==> src/rtl/cpu_bus_serdes.sv <==
// cpu_bus_serdes: serialises one CPU read/write into PIN_W-wide pin beats
// (header, address, write data) and gathers read-data beats back into a word.
module cpu_bus_serdes #(
  parameter int ADDR_W    = 32,
  parameter int DATA_W    = 32,
  parameter int PIN_W     = 8,
  parameter bit MSB_FIRST = 1'b0
) (
  input  logic              clk,
  input  logic              rst,
  input  logic              cpu_req,
  input  logic              cpu_we,
  input  logic [ADDR_W-1:0] cpu_addr,
  input  logic [DATA_W-1:0] cpu_wdata,
  output logic              cpu_busy,
  output logic              cpu_ack,
  output logic [DATA_W-1:0] cpu_rdata,
  output logic [PIN_W-1:0]  pin_out,
  output logic [PIN_W-1:0]  pin_oe,
  input  logic [PIN_W-1:0]  pin_in,
  input  logic              pin_ready,
  output logic              pin_frame,
  output logic              pin_last
);

  localparam int A    = ADDR_W / PIN_W;
  localparam int D    = DATA_W / PIN_W;
  localparam int NMAX = (A > D) ? A : D;
  localparam int CW   = (NMAX > 1) ? $clog2(NMAX) : 1;

  localparam logic [CW-1:0] A_LAST = CW'(A - 1);
  localparam logic [CW-1:0] D_LAST = CW'(D - 1);

  typedef enum logic [2:0] {
    S_IDLE,
    S_HDR,
    S_ADDR,
    S_WDATA,
    S_TURN,
    S_RDATA,
    S_DONE
  } state_t;

  state_t state, state_nxt;

  logic [CW-1:0]     cnt, cnt_nxt;
  logic [CW-1:0]     a_idx, d_idx;
  logic              we_q;
  logic [ADDR_W-1:0] addr_q;
  logic [DATA_W-1:0] wdata_q;
  logic [DATA_W-1:0] asm_q, asm_nxt;
  logic              capture;

  // Beat order: the counter always runs upward, the slice index may run down.
  assign a_idx = MSB_FIRST ? (A_LAST - cnt) : cnt;
  assign d_idx = MSB_FIRST ? (D_LAST - cnt) : cnt;

  always_comb begin
    asm_nxt = asm_q;
    asm_nxt[d_idx*PIN_W +: PIN_W] = pin_in;
  end

  always_comb begin
    state_nxt = state;
    cnt_nxt   = cnt;
    pin_out   = '0;
    pin_oe    = '0;
    pin_frame = 1'b0;
    pin_last  = 1'b0;
    cpu_ack   = 1'b0;
    cpu_busy  = (state != S_IDLE);
    capture   = 1'b0;
    unique case (state)
      S_IDLE: begin
        cnt_nxt = '0;
        if (cpu_req) state_nxt = S_HDR;
      end
      S_HDR: begin
        pin_out   = PIN_W'(we_q);
        pin_oe    = '1;
        pin_frame = 1'b1;
        if (pin_ready) begin
          state_nxt = S_ADDR;
          cnt_nxt   = '0;
        end
      end
      S_ADDR: begin
        pin_out = addr_q[a_idx*PIN_W +: PIN_W];
        pin_oe  = '1;
        if (pin_ready) begin
          if (cnt == A_LAST) begin
            cnt_nxt   = '0;
            state_nxt = we_q ? S_WDATA : S_TURN;
          end else begin
            cnt_nxt = cnt + 1'b1;
          end
        end
      end
      S_WDATA: begin
        pin_out  = wdata_q[d_idx*PIN_W +: PIN_W];
        pin_oe   = '1;
        pin_last = (cnt == D_LAST);
        if (pin_ready) begin
          if (cnt == D_LAST) begin
            cnt_nxt   = '0;
            state_nxt = S_DONE;
          end else begin
            cnt_nxt = cnt + 1'b1;
          end
        end
      end
      S_TURN: begin
        cnt_nxt   = '0;
        state_nxt = S_RDATA;
      end
      S_RDATA: begin
        pin_last = (cnt == D_LAST);
        if (pin_ready) begin
          capture = 1'b1;
          if (cnt == D_LAST) begin
            cnt_nxt   = '0;
            state_nxt = S_DONE;
          end else begin
            cnt_nxt = cnt + 1'b1;
          end
        end
      end
      S_DONE: begin
        cpu_ack   = 1'b1;
        state_nxt = S_IDLE;
      end
      default: state_nxt = S_IDLE;
    endcase
  end

  always_ff @(posedge clk or posedge rst) begin
    if (rst) begin
      state <= S_IDLE;
      cnt   <= '0;
    end else begin
      state <= state_nxt;
      cnt   <= cnt_nxt;
    end
  end

  always_ff @(posedge clk or posedge rst) begin
    if (rst) begin
      we_q    <= 1'b0;
      addr_q  <= '0;
      wdata_q <= '0;
    end else if (state == S_IDLE && cpu_req) begin
      we_q    <= cpu_we;
      addr_q  <= cpu_addr;
      wdata_q <= cpu_wdata;
    end
  end

  // The final beat goes straight into cpu_rdata on the edge entering DONE.
  always_ff @(posedge clk or posedge rst) begin
    if (rst) begin
      asm_q     <= '0;
      cpu_rdata <= '0;
    end else if (capture) begin
      asm_q <= asm_nxt;
      if (cnt == D_LAST) cpu_rdata <= asm_nxt;
    end
  end

endmodule

==> config.mk <==
export PLATFORM = sky130hd
export DESIGN_NAME = cpu_bus_serdes
export DESIGN_NICKNAME = d
export VERILOG_FILES = /design/src/rtl/cpu_bus_serdes.sv
export SDC_FILE = /design/constraint.sdc
export NUM_CORES = 1
export LEC_CHECK = 0
export CORE_UTILIZATION = 40
export DETAILED_ROUTE_END_ITERATION = 12
export SLEW_MARGIN = 5
export SYNTH_ARGS = -nofsm -noshare
export SYNTH_HDL_FRONTEND = slang
export SYNTH_SLANG_ARGS = --single-unit
==> constraint.sdc <==
create_clock -name clk -period 9.75 [get_ports clk]
set_input_delay 1.4625 -clock clk [delete_from_list [all_inputs] [get_ports clk]]
set_output_delay 1.4625 -clock clk [all_outputs]
set_load 0.005 [all_outputs]
# Word level (Yosys, flattened, before mapping)
# Index checks and enable logic that the tools add are counted.
dict set report word_totals {
  ff_bits 134
}
dict set report classes {
  add_sub_neg 2
  eq_ne 14
  n_shift 4
  mux 20
  n_reduce_logical 11
}
# cell count
set op_table {}
lappend op_table {{indexed part select 32 x 6 -> 8 bit} 2}
lappend op_table {{negator 5 -> 34 bit} 1}
lappend op_table {{variable shift 8 x 34 -> 32 bit, first input constant} 1}
lappend op_table {{indexed part select 8 x 34 -> 32 bit} 1}
lappend op_table {{bitwise mux 32 bit} 1}
lappend op_table {{one-hot mux 8 bit (3 select lines)} 1}
lappend op_table {{two-way mux 3 bit} 7}
lappend op_table {{one-hot mux 3 bit (5 select lines)} 1}
lappend op_table {{equality test 3 bit, second input constant} 3}
lappend op_table {{two-way mux 8 bit} 1}
lappend op_table {{!= test 2 bit, second input constant} 4}
lappend op_table {{equality test 3 x 2 -> 1 bit, second input constant} 2}
lappend op_table {{two-way mux 2 bit} 3}
lappend op_table {{!= test 2 x 1 -> 1 bit, second input constant} 3}
lappend op_table {{one-hot mux 2 bit (3 select lines)} 1}
lappend op_table {{AND reduction 6 bit} 1}
lappend op_table {{nonzero test 3 bit} 2}
lappend op_table {{OR reduction 3 bit} 2}
lappend op_table {{two-way mux 1 bit} 5}
lappend op_table {{OR reduction 2 bit} 2}
lappend op_table {{equality test 3 x 1 -> 1 bit, second input constant} 1}
lappend op_table {{zero test 3 bit} 1}
lappend op_table {{AND reduction 3 bit} 1}
lappend op_table {{adder 2 x 1 -> 2 bit, second input constant} 1}
lappend op_table {{3 further kinds} 3}

# Longest topological paths before layout
dict set report depth {
  ltp_word 4
  ltp_mapped 8
}

# Worst setup path before layout
# OpenSTA, ideal clock, no wires.
dict set report synth_path {
  kind {register to output}
  start {reg cnt[0] (netlist: a_idx[0])}
  end {out pin_out[0]}
  arrival_ps 1461
  slack_ps 6827
  stages_incl_launch_ff 7
  n_path_buf 2
  cell_sequence {dfrtp_1 buf_6 buf_6 or2_2 o221ai_1 o21ai_0 a32o_1}
}
dict set report synth_between {
  elab_chain_cells 2
}
# element line
set synth_lines {}
lappend synth_lines {{start, declared} 46} ;# logic [CW-1:0] cnt, cnt_nxt;
lappend synth_lines {{start signal, assigned} 142} ;# cnt <= cnt_nxt;
lappend synth_lines {{indexed part select 32 x 6 -> 8 bit (on tied branches)} {100, 88}}
lappend synth_lines {{one-hot mux 8 bit (3 select lines) *} 73} ;# unique case (state)
lappend synth_lines {{end, declared} 18} ;# output logic [PIN_W-1:0] pin_out,
# Every way passes the cells marked *; elsewhere a longest branch is shown, timed or not.

# Final worst setup path
dict set report layout_path {
  start {reg state[0]}
  end {out pin_out[7]}
}
dict set report layout_between {
  elab_chain_cells 2
}
# element line
set layout_lines {}
lappend layout_lines {{start, declared} 44} ;# state_t state, state_nxt;
lappend layout_lines {{start signal, assigned} 141} ;# state <= state_nxt;
lappend layout_lines {{equality test 3 x 2 -> 1 bit or equality test 3 x 1 -> 1 bit (tied branches)} 73}
lappend layout_lines {{one-hot mux 8 bit (3 select lines) *} 73}
# Marked as above.

==> results.md <==
- Initial Util: 41.00%
- Pwr Total: 2357 uW
- Core Box Area: ~0.015 mm2
- Wire length per cell: roughly 17 um
- Total gr overflow: 0
- Commonest non-fill, non-tap cell in the layout: dfrtp_1
- Final nets: ~700
- P_sw: around 670 uW
- Postcts setup bufs: 0
- Largest net degree at the start of global routing: 86
- CP Capture Type: output pin
- Yosys warnings: 0
- Max_slew headroom: 28.01%
- Internal power: 1686 uW
- GRT Total Usage: 18.51%
- Final HPWL DP: about 9300 um
- # Max-Cap Violations: 0
- Register area: 0.003353 mm2
- Max stage delay on crit path: 690 ps
- Hold buffer count at CTS: 0
- Yosys top cell area share: roughly 54%
- Tightest Pin Transition: 1080 ps
- Slowest cell on crit path: mux4_2
- Clock group share of total power: just under 30%
- CTS buffer count: 17
- Syn Inst Count: 506
- Tcrit/Tclk final: 45.64%
- Comb pwr share: 34.3%
- Reg clk slew, reported paths: 60 ps
- Share of cells above drive strength 1: 17.83%
- Syn Std Cell Area: 0.006233 mm2
- Final-report setup violation count: 0
- Multi-input gate area: around 0.0025 mm2
- Hold Crit Class: reg -> reg
- Synth top area cells: dfrtp_1 54%, mux2_2 10%, a21oi_1 5.5%
- RePlAce Congestion: 0.7345
- Die height: between 100 and 150 um
- CP Max Fanout: 15
- Clock root buffer: clkbuf_16
- CTS sink count: ~130
- Initial antenna violation count: 0
- Yosys top cell by area: dfrtp_1
- Post-layout utilization of the core: 53.46%
- P&R area growth vs syn: 30.39%
- Drt pass-1 iters: 4
- Total length of routed wires: 13840 um
- CTS Buffer Depth: 2
- Setup TNS: 0 ps
- H-tree depth: 4
- Latest clock arrival within the worst-skew pair: 420 ps
- Unrepaired setup endpoints after global routing: no
- Initial DRC Count: 287
- Final Max Slew Viols: 0
- FF+latch count, synth: roughly 130
- Vias in the first global route: 4404
- Antenna-violating nets left: 0
- First-pass GRT wire length: ~23000 um
- Top Family by Delay on Critical Path: simple AND/OR/NAND/NOR gates
- Syn_nets: between 500 and 600
- # IOs: 129
- PortBufs: 128
- Final hold slack: roughly 480 ps
- Share of power burned in registers: between 30% and 40%
- DRC errors left: 0
- Die Span X: 126.8 um
- Crit path time final: 4450 ps
- Pwr Density: 290.0 mW/mm2
- WS Path Type: reg -> out
- CTS tree: done
- Via density: roughly 5.2
- Register area share after synthesis: 53.79%
- Pleak: 0.003469 uW
- CTS resizes: 0
- Fillcell total: 1320
- Final Skew: 7.894 ps
- Syn Area/Cell: 12.32 um2
- Rows: 45
- Maximum clock rate: 224.7 MHz
- Run status: finished, final reports clean
- Ant. Diodes: 0
- Crit start category: flop
- Critical path cell sequence: nand3_1, mux4_2, nor2_1, clkdlybuf4s50_1
- CP required: 8290 ps
- Library cells used by synthesis: 39
- CP arrival: 2990 ps
- Sw frac: 28.47%
- Most frequent cells in the layout: 134 x dfrtp_1, 128 x clkdlybuf4s50_1, 69 x a21oi_1
- Die area: 0.01609 mm2
- Via count: ~4300
- Crit path buf inv count: 1
- Worst VDD drop: 0.0001784 V
- Final count of hold timing violations: 0
==> power by group through the flow <==
stage / sequential, uW / clock, uW / combinational [uW]
after CTS: 861 / 704 / 824
after detailed placement: 870 / 0 / 820
after global routing: 886 / 733 / 888
after floorplan: 829 / 0 / 584
after global placement: 864 / 0 / 801
final: 859 / 690 / 808
==> sequential cells by signal, indices dropped and copies added, names as in the netlist <==
name / cells
asm_q: 32
addr_q: 32
state: 3
wdata_q: 32
cpu_rdata: 32
we_q: 1
a_idx: 2
==> cells in the mapped netlist <==
| cell type | count |
|---|---|
| a32o_1 | 2 |
| mux2i_1 | 15 |
| o21ai_0 | 5 |
| ha_1 | 6 |
| xnor2_1 | 1 |
| mux2_2 | 57 |
| or2_2 | 1 |
| buf_4 | 13 |
| o22ai_1 | 2 |
| inv_2 | 1 |
| mux4_2 | 11 |
| clkinv_1 | 1 |
| a21boi_0 | 1 |
| and4b_1 | 1 |
| buf_1 | 8 |
| o2bb2ai_1 | 1 |
| nor4bb_1 | 1 |
| a22o_1 | 37 |
| nor3_2 | 2 |
| nand4_1 | 1 |
| inv_6 | 1 |
| nor2_1 | 42 |
| nor4b_4 | 1 |
| nand2_1 | 11 |
| a31oi_1 | 1 |
| inv_1 | 5 |
| nand3_2 | 1 |
| and2_1 | 5 |
| buf_6 | 12 |
| nand3_1 | 3 |
| and2b_1 | 2 |
| dfrtp_1 | 134 |
| mux2_1 | 9 |
| buf_2 | 9 |
| o221ai_1 | 1 |
| nor3_1 | 1 |
| nor2b_1 | 31 |
| o22a_1 | 1 |
| a21oi_1 | 69 |
==> path summary, 6_finish.rpt <==
path | from | endpoint | slack (ps) | cells past startpoint
max | state[0] | pin_out[7] | 5300 | 4
min | wdata_q[1] | wdata_q[1] | 480 | 1
max reg2reg | a_idx[1] | asm_q[9] | 7030 | 6
min reg2reg | wdata_q[1] | wdata_q[1] | 480 | 1
max in group asynchronous | rst | cpu_rdata[9] | 6730 | 3
min in group asynchronous | rst | cpu_rdata[27] | 1490 | 2
==> cell families after synthesis <==
| group | after synthesis | synth area share [%] |
|---|---|---|
| buffers and inverters | 50 | 5.500 |
| flip-flops | 134 | 53.79 |
| AO/OA/AOI/OAI | 120 | 12.30 |
| adder cells (fa/ha/maj) | 6 | 1.204 |
| multiplexers | 92 | 18.31 |
| XOR/XNOR | 1 | 0.1405 |
| AND/OR/NAND/NOR | 103 | 8.751 |
==> routing by layer <==
layer | vias to the layer above | wire length [um] | share of wire (%) | GRT usage (%)
met3 | 21 | 976 | 7.0 | 7.296
li1 | 2026 | - | - | -
met5 | - | 0 | 0 | 0
met4 | 0 | 201 | 1.5 | 6.162
met1 | 2106 | 6200 | 45 | 23.59
met2 | 112 | 6466 | 47 | 28.80
==> area by class of cell <==
type                       count  area share, %
inverter                       8         0.4618
timing repair buffer         132          16.13
tap                          188          2.894
clock inverter                 8          1.755
multi-input combinational    322          31.33
sequential                   134          41.26
clock buffer                  24          6.173
==> stage by stage <==
stage / instance area (um2) / setup WS (ps) / cells
3_3_place_gp: 7483 / 5767 / 784
2_1_floorplan: 6233 / 4705 / 506
4_1_cts: 8128 / 5242 / 816
5_1_grt: 8128 / 5054 / 816
3_5_place_dp: 7483 / 5672 / 784
6_report: 8128 / 5300 / 816
(Power assumes the default switching activity.)
